===== config.mk =====
export PLATFORM = sky130hd
export DESIGN_NAME = pipeline_hazard_ctrl_flat
export DESIGN_NICKNAME = d
export VERILOG_FILES = /design/src/rtl/pipeline_hazard_ctrl_if.sv /design/src/rtl/pipeline_hazard_ctrl.sv /design/src/flat_wrapper.sv
export SDC_FILE = /design/constraint.sdc
export NUM_CORES = 1
export LEC_CHECK = 0
export ABC_CLOCK_PERIOD_IN_PS = 1770
export BUFFER_PORTS_ARGS = -buffer_cell sky130_fd_sc_hd__buf_2
export CORE_MARGIN = 3
export CORE_UTILIZATION = 37
export CTS_CLUSTER_SIZE = 30
export DETAILED_ROUTE_END_ITERATION = 7
export PLACE_DENSITY = 0.89
export SETUP_SLACK_MARGIN = 0.5
export SYNTH_ARGS = -nofsm -noshare
export SYNTH_HDL_FRONTEND = slang
export SYNTH_SLANG_ARGS = --single-unit
export TNS_END_PERCENT = 1

===== constraint.sdc =====
create_clock -name clk -period 1.77 [get_ports clk]
set_input_delay 0.177 -clock clk [delete_from_list [all_inputs] [get_ports clk]]
set_output_delay 0.177 -clock clk [all_outputs]
set_load 0.02 [all_outputs]

===== src/rtl/pipeline_hazard_ctrl_if.sv =====
// Hazard controller bundle: datapath hazard information and memory ack in,
// pipeline register / PC controls, memory request and performance counters out.
interface pipeline_hazard_ctrl_if #(
    parameter int CNT_W = 32
);
    logic [4:0]       id_rs1;
    logic [4:0]       id_rs2;
    logic             id_ex_memread;
    logic [4:0]       id_ex_rd;
    logic             ex_mem_branch;
    logic             ex_mem_zero;
    logic             ex_mem_memread;
    logic             ex_mem_memwrite;
    logic             dmem_ack;

    logic             dmem_req;
    logic             pc_write;
    logic             pc_src;
    logic             if_id_write;
    logic             if_id_flush;
    logic             id_ex_flush;
    logic             ex_mem_hold;
    logic             ex_mem_flush;
    logic             mem_wb_flush;
    logic             mem_err;
    logic [CNT_W-1:0] stall_cycles;
    logic [CNT_W-1:0] flush_events;

    modport master (
        input  id_rs1, id_rs2, id_ex_memread, id_ex_rd,
               ex_mem_branch, ex_mem_zero, ex_mem_memread, ex_mem_memwrite, dmem_ack,
        output dmem_req, pc_write, pc_src, if_id_write, if_id_flush, id_ex_flush,
               ex_mem_hold, ex_mem_flush, mem_wb_flush, mem_err, stall_cycles, flush_events
    );

    modport slave (
        output id_rs1, id_rs2, id_ex_memread, id_ex_rd,
               ex_mem_branch, ex_mem_zero, ex_mem_memread, ex_mem_memwrite, dmem_ack,
        input  dmem_req, pc_write, pc_src, if_id_write, if_id_flush, id_ex_flush,
               ex_mem_hold, ex_mem_flush, mem_wb_flush, mem_err, stall_cycles, flush_events
    );
endinterface


===== src/rtl/pipeline_hazard_ctrl.sv =====
// 5-stage pipeline hazard controller: load-use stall, taken-branch flush, dmem req/ack
// with timeout. Define HAZARD_PERF_EN to enable the stall/flush performance counters.
module pipeline_hazard_ctrl #(
    parameter int MEM_TIMEOUT = 16,
    parameter int CNT_W       = 32
) (
    input  logic                   clk,
    input  logic                   reset,
    pipeline_hazard_ctrl_if.master hz
);
    typedef enum logic [1:0] {RUN, MEM_WAIT, MEM_ERR} state_t;

    localparam int WCNT_W = $clog2(MEM_TIMEOUT);
    localparam logic [WCNT_W-1:0] WAIT_LAST = WCNT_W'(MEM_TIMEOUT - 1);

    state_t            state_q, state_d;
    logic [WCNT_W-1:0] wait_q, wait_d;
    logic              mem_access;
    logic              load_use;
    logic              branch_taken;

    always_ff @(posedge clk) begin
        if (reset) begin
            state_q <= RUN;
            wait_q  <= '0;
        end else begin
            state_q <= state_d;
            wait_q  <= wait_d;
        end
    end

    always_comb begin
        mem_access   = hz.ex_mem_memread | hz.ex_mem_memwrite;
        load_use     = hz.id_ex_memread && (hz.id_ex_rd != 5'd0) &&
                       ((hz.id_ex_rd == hz.id_rs1) || (hz.id_ex_rd == hz.id_rs2));
        branch_taken = 1'b0;
        state_d      = state_q;
        wait_d       = wait_q;

        hz.pc_write     = 1'b1;
        hz.if_id_write  = 1'b1;
        hz.pc_src       = 1'b0;
        hz.if_id_flush  = 1'b0;
        hz.id_ex_flush  = 1'b0;
        hz.ex_mem_hold  = 1'b0;
        hz.ex_mem_flush = 1'b0;
        hz.mem_wb_flush = 1'b0;
        hz.dmem_req     = 1'b0;
        hz.mem_err      = 1'b0;

        if (reset) begin
            hz.pc_write     = 1'b0;
            hz.if_id_write  = 1'b0;
            hz.if_id_flush  = 1'b1;
            hz.id_ex_flush  = 1'b1;
            hz.ex_mem_flush = 1'b1;
            hz.mem_wb_flush = 1'b1;
            state_d         = RUN;
            wait_d          = '0;
        end else begin
            unique case (state_q)
                RUN: begin
                    if (hz.ex_mem_branch && hz.ex_mem_zero) begin
                        branch_taken    = 1'b1;
                        hz.pc_src       = 1'b1;
                        hz.if_id_flush  = 1'b1;
                        hz.id_ex_flush  = 1'b1;
                        hz.ex_mem_flush = 1'b1;
                    end else begin
                        hz.dmem_req = mem_access;
                        if (mem_access && !hz.dmem_ack) begin
                            hz.pc_write     = 1'b0;
                            hz.if_id_write  = 1'b0;
                            hz.ex_mem_hold  = 1'b1;
                            hz.mem_wb_flush = 1'b1;
                            state_d         = MEM_WAIT;
                            wait_d          = '0;
                        end else if (load_use) begin
                            hz.pc_write    = 1'b0;
                            hz.if_id_write = 1'b0;
                            hz.id_ex_flush = 1'b1;
                        end
                    end
                end
                MEM_WAIT: begin
                    hz.dmem_req = 1'b1;
                    if (hz.dmem_ack) begin
                        // Load-use masked by the memory stall is resolved in the release cycle.
                        state_d = RUN;
                        wait_d  = '0;
                        if (load_use) begin
                            hz.pc_write    = 1'b0;
                            hz.if_id_write = 1'b0;
                            hz.id_ex_flush = 1'b1;
                        end
                    end else begin
                        hz.pc_write     = 1'b0;
                        hz.if_id_write  = 1'b0;
                        hz.ex_mem_hold  = 1'b1;
                        hz.mem_wb_flush = 1'b1;
                        if (wait_q == WAIT_LAST) begin
                            state_d = MEM_ERR;
                            wait_d  = '0;
                        end else begin
                            wait_d = wait_q + WCNT_W'(1);
                        end
                    end
                end
                MEM_ERR: begin
                    hz.mem_err      = 1'b1;
                    hz.pc_write     = 1'b0;
                    hz.if_id_write  = 1'b0;
                    hz.ex_mem_flush = 1'b1;
                    hz.mem_wb_flush = 1'b1;
                    state_d         = RUN;
                end
                default: state_d = RUN;
            endcase
        end
    end

`ifdef HAZARD_PERF_EN
    logic [CNT_W-1:0] stall_q;
    logic [CNT_W-1:0] flush_q;

    always_ff @(posedge clk) begin
        if (reset) begin
            stall_q <= '0;
            flush_q <= '0;
        end else begin
            if (!hz.pc_write) stall_q <= stall_q + CNT_W'(1);
            if (branch_taken) flush_q <= flush_q + CNT_W'(1);
        end
    end

    assign hz.stall_cycles = stall_q;
    assign hz.flush_events = flush_q;
`else
    assign hz.stall_cycles = '0;
    assign hz.flush_events = '0;
`endif
endmodule


===== src/flat_wrapper.sv =====
// flat-port wrapper written by rule: the top's interface ports become plain ports
module pipeline_hazard_ctrl_flat 
#(
    parameter int MEM_TIMEOUT = 16,
    parameter int CNT_W       = 32
)
  (clk, reset, hz_id_rs1, hz_id_rs2, hz_id_ex_memread, hz_id_ex_rd, hz_ex_mem_branch, hz_ex_mem_zero, hz_ex_mem_memread, hz_ex_mem_memwrite, hz_dmem_ack, hz_dmem_req, hz_pc_write, hz_pc_src, hz_if_id_write, hz_if_id_flush, hz_id_ex_flush, hz_ex_mem_hold, hz_ex_mem_flush, hz_mem_wb_flush, hz_mem_err, hz_stall_cycles, hz_flush_events);
  pipeline_hazard_ctrl_if #(.CNT_W(CNT_W)) hz_i ();
  input  logic clk;
  input  logic reset;
  input wire logic [$bits(hz_i.id_rs1)-1:0] hz_id_rs1;
  input wire logic [$bits(hz_i.id_rs2)-1:0] hz_id_rs2;
  input wire logic [$bits(hz_i.id_ex_memread)-1:0] hz_id_ex_memread;
  input wire logic [$bits(hz_i.id_ex_rd)-1:0] hz_id_ex_rd;
  input wire logic [$bits(hz_i.ex_mem_branch)-1:0] hz_ex_mem_branch;
  input wire logic [$bits(hz_i.ex_mem_zero)-1:0] hz_ex_mem_zero;
  input wire logic [$bits(hz_i.ex_mem_memread)-1:0] hz_ex_mem_memread;
  input wire logic [$bits(hz_i.ex_mem_memwrite)-1:0] hz_ex_mem_memwrite;
  input wire logic [$bits(hz_i.dmem_ack)-1:0] hz_dmem_ack;
  output wire logic [$bits(hz_i.dmem_req)-1:0] hz_dmem_req;
  output wire logic [$bits(hz_i.pc_write)-1:0] hz_pc_write;
  output wire logic [$bits(hz_i.pc_src)-1:0] hz_pc_src;
  output wire logic [$bits(hz_i.if_id_write)-1:0] hz_if_id_write;
  output wire logic [$bits(hz_i.if_id_flush)-1:0] hz_if_id_flush;
  output wire logic [$bits(hz_i.id_ex_flush)-1:0] hz_id_ex_flush;
  output wire logic [$bits(hz_i.ex_mem_hold)-1:0] hz_ex_mem_hold;
  output wire logic [$bits(hz_i.ex_mem_flush)-1:0] hz_ex_mem_flush;
  output wire logic [$bits(hz_i.mem_wb_flush)-1:0] hz_mem_wb_flush;
  output wire logic [$bits(hz_i.mem_err)-1:0] hz_mem_err;
  output wire logic [$bits(hz_i.stall_cycles)-1:0] hz_stall_cycles;
  output wire logic [$bits(hz_i.flush_events)-1:0] hz_flush_events;
  assign hz_i.id_rs1 = hz_id_rs1;
  assign hz_i.id_rs2 = hz_id_rs2;
  assign hz_i.id_ex_memread = hz_id_ex_memread;
  assign hz_i.id_ex_rd = hz_id_ex_rd;
  assign hz_i.ex_mem_branch = hz_ex_mem_branch;
  assign hz_i.ex_mem_zero = hz_ex_mem_zero;
  assign hz_i.ex_mem_memread = hz_ex_mem_memread;
  assign hz_i.ex_mem_memwrite = hz_ex_mem_memwrite;
  assign hz_i.dmem_ack = hz_dmem_ack;
  assign hz_dmem_req = hz_i.dmem_req;
  assign hz_pc_write = hz_i.pc_write;
  assign hz_pc_src = hz_i.pc_src;
  assign hz_if_id_write = hz_i.if_id_write;
  assign hz_if_id_flush = hz_i.if_id_flush;
  assign hz_id_ex_flush = hz_i.id_ex_flush;
  assign hz_ex_mem_hold = hz_i.ex_mem_hold;
  assign hz_ex_mem_flush = hz_i.ex_mem_flush;
  assign hz_mem_wb_flush = hz_i.mem_wb_flush;
  assign hz_mem_err = hz_i.mem_err;
  assign hz_stall_cycles = hz_i.stall_cycles;
  assign hz_flush_events = hz_i.flush_events;
  pipeline_hazard_ctrl #(.MEM_TIMEOUT(MEM_TIMEOUT), .CNT_W(CNT_W)) u_core (.clk(clk), .reset(reset), .hz(hz_i));
endmodule

Word-level counts from Yosys, hierarchy flattened
Cells that the tools add are included.
{"block": "totals", "ff_bits": 6, "inputBits": 23, "out_inout_bits": 74, "word_cells": 63}
{"block": "op_classes", "addsub": 1, "n_eq_ne": 8, "mux": 40, "bitwise_logic": 1, "reduce_logical": 11}
{"cell": "two-way mux 1 bit", "n": 24}
{"cell": "two-way mux 4 bit", "n": 4}
{"cell": "== test 5 bit", "n": 2}
{"cell": "two-way mux 2 bit", "n": 4}
{"cell": "case mux 1 bit (2 select lines)", "n": 4}
{"cell": "case mux 4 bit (2 select lines)", "n": 1}
{"cell": "case mux 1 bit (3 select lines)", "n": 2}
{"cell": "AND reduction 3 bit", "n": 2}
{"cell": "nonzero test 5 bit", "n": 1}
{"cell": "adder 4 x 1 -> 4 bit (second input constant)", "n": 1}
{"cell": "== test 4 bit (second input constant)", "n": 1}
{"cell": "logical AND 1 bit", "n": 4}
{"cell": "case mux 2 bit (2 select lines)", "n": 1}
{"cell": "!= test 3 x 2 -> 1 bit (second input constant)", "n": 1}
{"cell": "== test 2 x 1 -> 1 bit (second input constant)", "n": 1}
{"cell": "== test 2 bit (second input constant)", "n": 1}
{"cell": "logical NOT 2 bit", "n": 1}
{"cell": "!= test 2 x 1 -> 1 bit (second input constant)", "n": 1}
{"cell": "!= test 2 bit (second input constant)", "n": 1}
{"cell": "nonzero test 2 bit", "n": 1}
{"cell": "logical NOT 1 bit", "n": 1}
{"cell": "logical OR 1 bit", "n": 1}
{"cell": "OR 1 bit", "n": 1}

Longest topological paths before layout
{"block": "depth", "ltp_word": 8, "depth_mapped": 6, "mapped_depth_nobuf": 5}

Least setup slack after synthesis
OpenSTA, ideal clock, no wires.
{"block": "synth_timing", "path_type": "register -> output", "from": "register u_core.state_q[0]", "to": "output port hz_pc_write", "arrival_ns": 1.488, "required_time_ns": 1.593, "path_slack_ns": 0.105, "stages_incl_launch_ff": 7, "path_buffers": 2, "cell_sequence": "dfxtp_1 > buf_6 > and4bb_2 > a21oi_1 > a21o_1 > o21ba_2 > buf_4"}
{"block": "synth_between", "elab_chain_cells": 3, "word_cells_on_any_way": 5, "cone_classes": "2 x eq/ne; 2 x mux; 1 x reduce/logical"}
{"element": "start, declared", "line": "pipeline_hazard_ctrl.sv:16", "source": "state_t state_q, state_d;"}
{"element": "start signal, assigned", "line": "pipeline_hazard_ctrl.sv:27", "source": "state_q <= state_d;"}
{"element": "== test 2 bit, or another cell as far along"}
{"element": "case mux 1 bit (3 select lines) (*)"}
{"element": "two-way mux 1 bit (*)"}
{"element": "end, declared", "line": "flat_wrapper.sv:21", "source": "output wire logic [$bits(hz_i.pc_write)-1:0] hz_pc_write;"}
Mark *: on every way between the ends. The rest lies on a longest branch, timed or not.

Final worst setup path
{"block": "layout_timing", "from": "register u_core.state_q[0]", "to": "output port hz_pc_write"}
{"block": "layout_between", "elab_chain_cells": 3, "word_cells_on_any_way": 5, "cone_classes": "2 x eq/ne; 2 x mux; 1 x reduce/logical"}
{"element": "== test 2 bit, or another cell as far along", "line": "pipeline_hazard_ctrl.sv:61", "source": "unique case (state_q)"}
{"element": "case mux 1 bit (3 select lines) (*)", "line": "pipeline_hazard_ctrl.sv:61"}
{"element": "two-way mux 1 bit (*)", "line": "pipeline_hazard_ctrl.sv:51", "source": "if (reset) begin"}
Marked as above.

==> flow_summary_export.csv <==
group,metric,value,unit
logic_synthesis,yosysMostFrequentCell,"buf_4",
clocking,htree_levels,1,
grt,grt-ovfl-total,0,
pwr,power_density,523,nW/um^2
logic_synthesis,synth_top_area_frac,0.469,
logic_synthesis,synthCells,135,
pwr,finalPower,559,uW
grt,grt_usage,0.108,
floorplanning,dieWidth,59.0,microns
critical_path,end_kind,"output pin",
clocking,numClockSinks,6,
final_layout,n_antenna_cell,0,
hold_path,holdCritPathClass,"in -> reg",
run_status,status,"complete, no violations",
timing,fin_crit_sh,0.930,
floorplanning,core,2570,sq um
pwr,p_leak,0.575,nW
placed_design,io_buffers,32,
flow_run,maxCapViolCount,0,
logic_synthesis,netlist_area,1040,sq um
timing,finalHoldViolations,0,
logic_synthesis,ys_ff_latch,6,
drt,drt-vias-per-instance,4.23,
critical_path,cp.arrival,1.47,ns
final_layout,fin_area,1070,sq um
final_layout,final_util,0.417,
drt,ant_nets,0,
logic_synthesis,async_reset_ff_frac,0,
grt,antenna_found_initial,0,
clocking,clk_path_buf_depth,2,
logic_synthesis,synthDistinctLibCells,33,
grt,grt_max_degree,13,
timing,setup_tns,0,ns
logic_synthesis,yosys-top-cells-count,"buf_4 (65), xor2_1 (10), nor2_1 (7), a21oi_1 (6), dfxtp_1 (6)",
final_layout,syn2layout_area_growth,2.76,%
timing,rsz0062_at_grt,"yes",
grt,grt_pass1_vias,707,
final_layout,drive_gt1_frac,0.292,
floorplanning,die_h,59.0,microns
placed_design,dp.final_hpwl,1.69,mm
drt,drt_iter0_drc,33,
logic_synthesis,ys_warn_count,0,
logic_synthesis,synth.top_cells.by_area,"buf_4 (47%), dfxtp_1 (12%), xor2_1 (8.4%)",
critical_path,worstPathRequired,1.59,ns
critical_path,critPathKind,"reg -> out",
floorplanning,core.rowCount,18,
clocking,clk_latency,0.25,ns
drt,dr_total_vias,850,
timing,fin_skew,0.00956,ns
timing,whs,0.257,ns
floorplanning,dieArea,3490,sq um
critical_path,critPathLaunchType,"register",
final_layout,nets,197,
grt,grt_first_pass_wirelength,2.90,mm
clocking,cts-root-buf,"clkbuf_4",
clocking,cts_tree,"yes",
logic_synthesis,synth_area_per_cell,7.71,sq um
logic_synthesis,yosysTopAreaCell,"buf_4",
floorplanning,ioPinCount,97,
timing,fin_crit,1.65,ns
critical_path,r2r_slack,0.20,ns
drt,wl,2.08,mm
clocking,numCtsBuffers,3,
timing,setup_viol,0,
logic_synthesis,synth_ff_type,"dfxtp_1",
clocking,hold_buffers,0,
floorplanning,start_util,0.405,
drt,drt_pass1_iterations,4,
drt,routedWlPerCell,10.3,microns
pwr,irDropWorstVdd,0.000381,V
timing,drv_slew,0,
placed_design,gp_congestion,0.791,
final_layout,fill_cells,263,
logic_synthesis,synth_edf_count,0,
timing,fmax,608,MHz
clocking,path_clk_slew,0.05,ns
drt,drc,0,
critical_path,critPathMaxFanout,4,
logic_synthesis,yosysSeqAreaShare,0.115,
placed_design,place_area,985,sq um
[registers in the layout, summed over array words and instances (netlist names)]
register / flops
u_core.state_q: 2
u_core.wait_q: 4
[routing by layer]
layer	vias up	part of all wire	routed length, microns	track usage
li1	394	-	-	-
met1	382	0.33	684	0.113
met2	68	0.52	1090	0.197
met3	6	0.12	254	0.0196
met4	0	0.024	50	0.0680
met5	-	0	0	0
[layout make-up]
| class | instances | area (sq um) | area share |
|---|---|---|---|
| well taps | 30 | 37.5 | 0.0351 |
| clock buffers | 3 | 22.5 | 0.0211 |
| repair buffers | 38 | 218 | 0.204 |
| inverters | 2 | 7.51 | 0.00702 |
| multi-input cells | 122 | 657 | 0.614 |
| flip-flops and latches | 6 | 128 | 0.119 |
[kinds of logic (layout without fill, tap and decap cells)]
family | after synthesis | in the layout | share of synthesized area
fa+ha+maj | 1 | 1 | 0.0120
flops | 6 | 6 | 0.115
compound gates | 20 | 20 | 0.130
xor+xnor | 10 | 10 | 0.0841
buf+inv | 70 | 43 | 0.495
other cells | 1 | 64 | 0.00360
simple gates | 27 | 27 | 0.160
[timing repair]
| item | 4_1_cts | 5_1_grt |
|---|---|---|
| pin swaps | 1 | 2 |
| setup endpoints to repair | 12 | 16 |
| buffers inserted | 5 | 0 |
| resized for setup | 8 | 1 |
[per-stage QoR]
step	std cells	setup WS, ns
6_report	201	0.124
5_1_grt	201	0.0595
4_1_cts	201	0.125
3_5_place_dp	193	0.209
3_3_place_gp	193	0.224
2_1_floorplan	198	0.206
[cells in the final DEF (no fill, tap or decap), drive strengths merged, types with 2 or more instances in the layout]
cell type | netlist | layout
nor3 | 4 | 4
buf | 67 | 38
xor2 | 10 | 10
nand2b | 2 | 2
a21oi | 6 | 6
nand3 | 2 | 2
o21bai | 2 | 2
a311oi | 2 | 2
nor2 | 7 | 7
nand2 | 3 | 3
conb | 1 | 64
clkbuf | 1 | 3
inv | 2 | 2
o21ai | 3 | 3
nor3b | 3 | 3
nor4 | 2 | 2
dfxtp | 6 | 6
[where the power goes]
part / leakage, nW / switching (mW) / internal, mW / total [mW]
Clock: 0.0138 / 0.0540 / 0.0770 / 0.131
Combinational: 0.512 / 0.210 / 0.0771 / 0.287
Sequential: 0.0501 / 0.00377 / 0.137 / 0.141
[final timing paths]
kind | from | cells past startpoint | endpoint
min reg2reg | u_core.wait_q[3]$_SDFFE_PP0P_ | 1 | u_core.wait_q[3]$_SDFFE_PP0P_
max reg2reg | u_core.state_q[1]$_SDFFE_PP0P_ | 6 | u_core.wait_q[3]$_SDFFE_PP0P_
max | u_core.state_q[0]$_SDFFE_PP0P_ | 5 | hz_pc_write
min | reset | 2 | u_core.state_q[0]$_SDFFE_PP0P_
[critical path, stage by stage, from the launching register on]
cell and delay [ns]:
dfxtp_4 0.35, and4bb_2 0.31, a21oi_2 0.05, a21o_1 0.17
o21ba_4 0.23, buf_6 0.11
No activity file was read; power rests on OpenSTA's default activity.
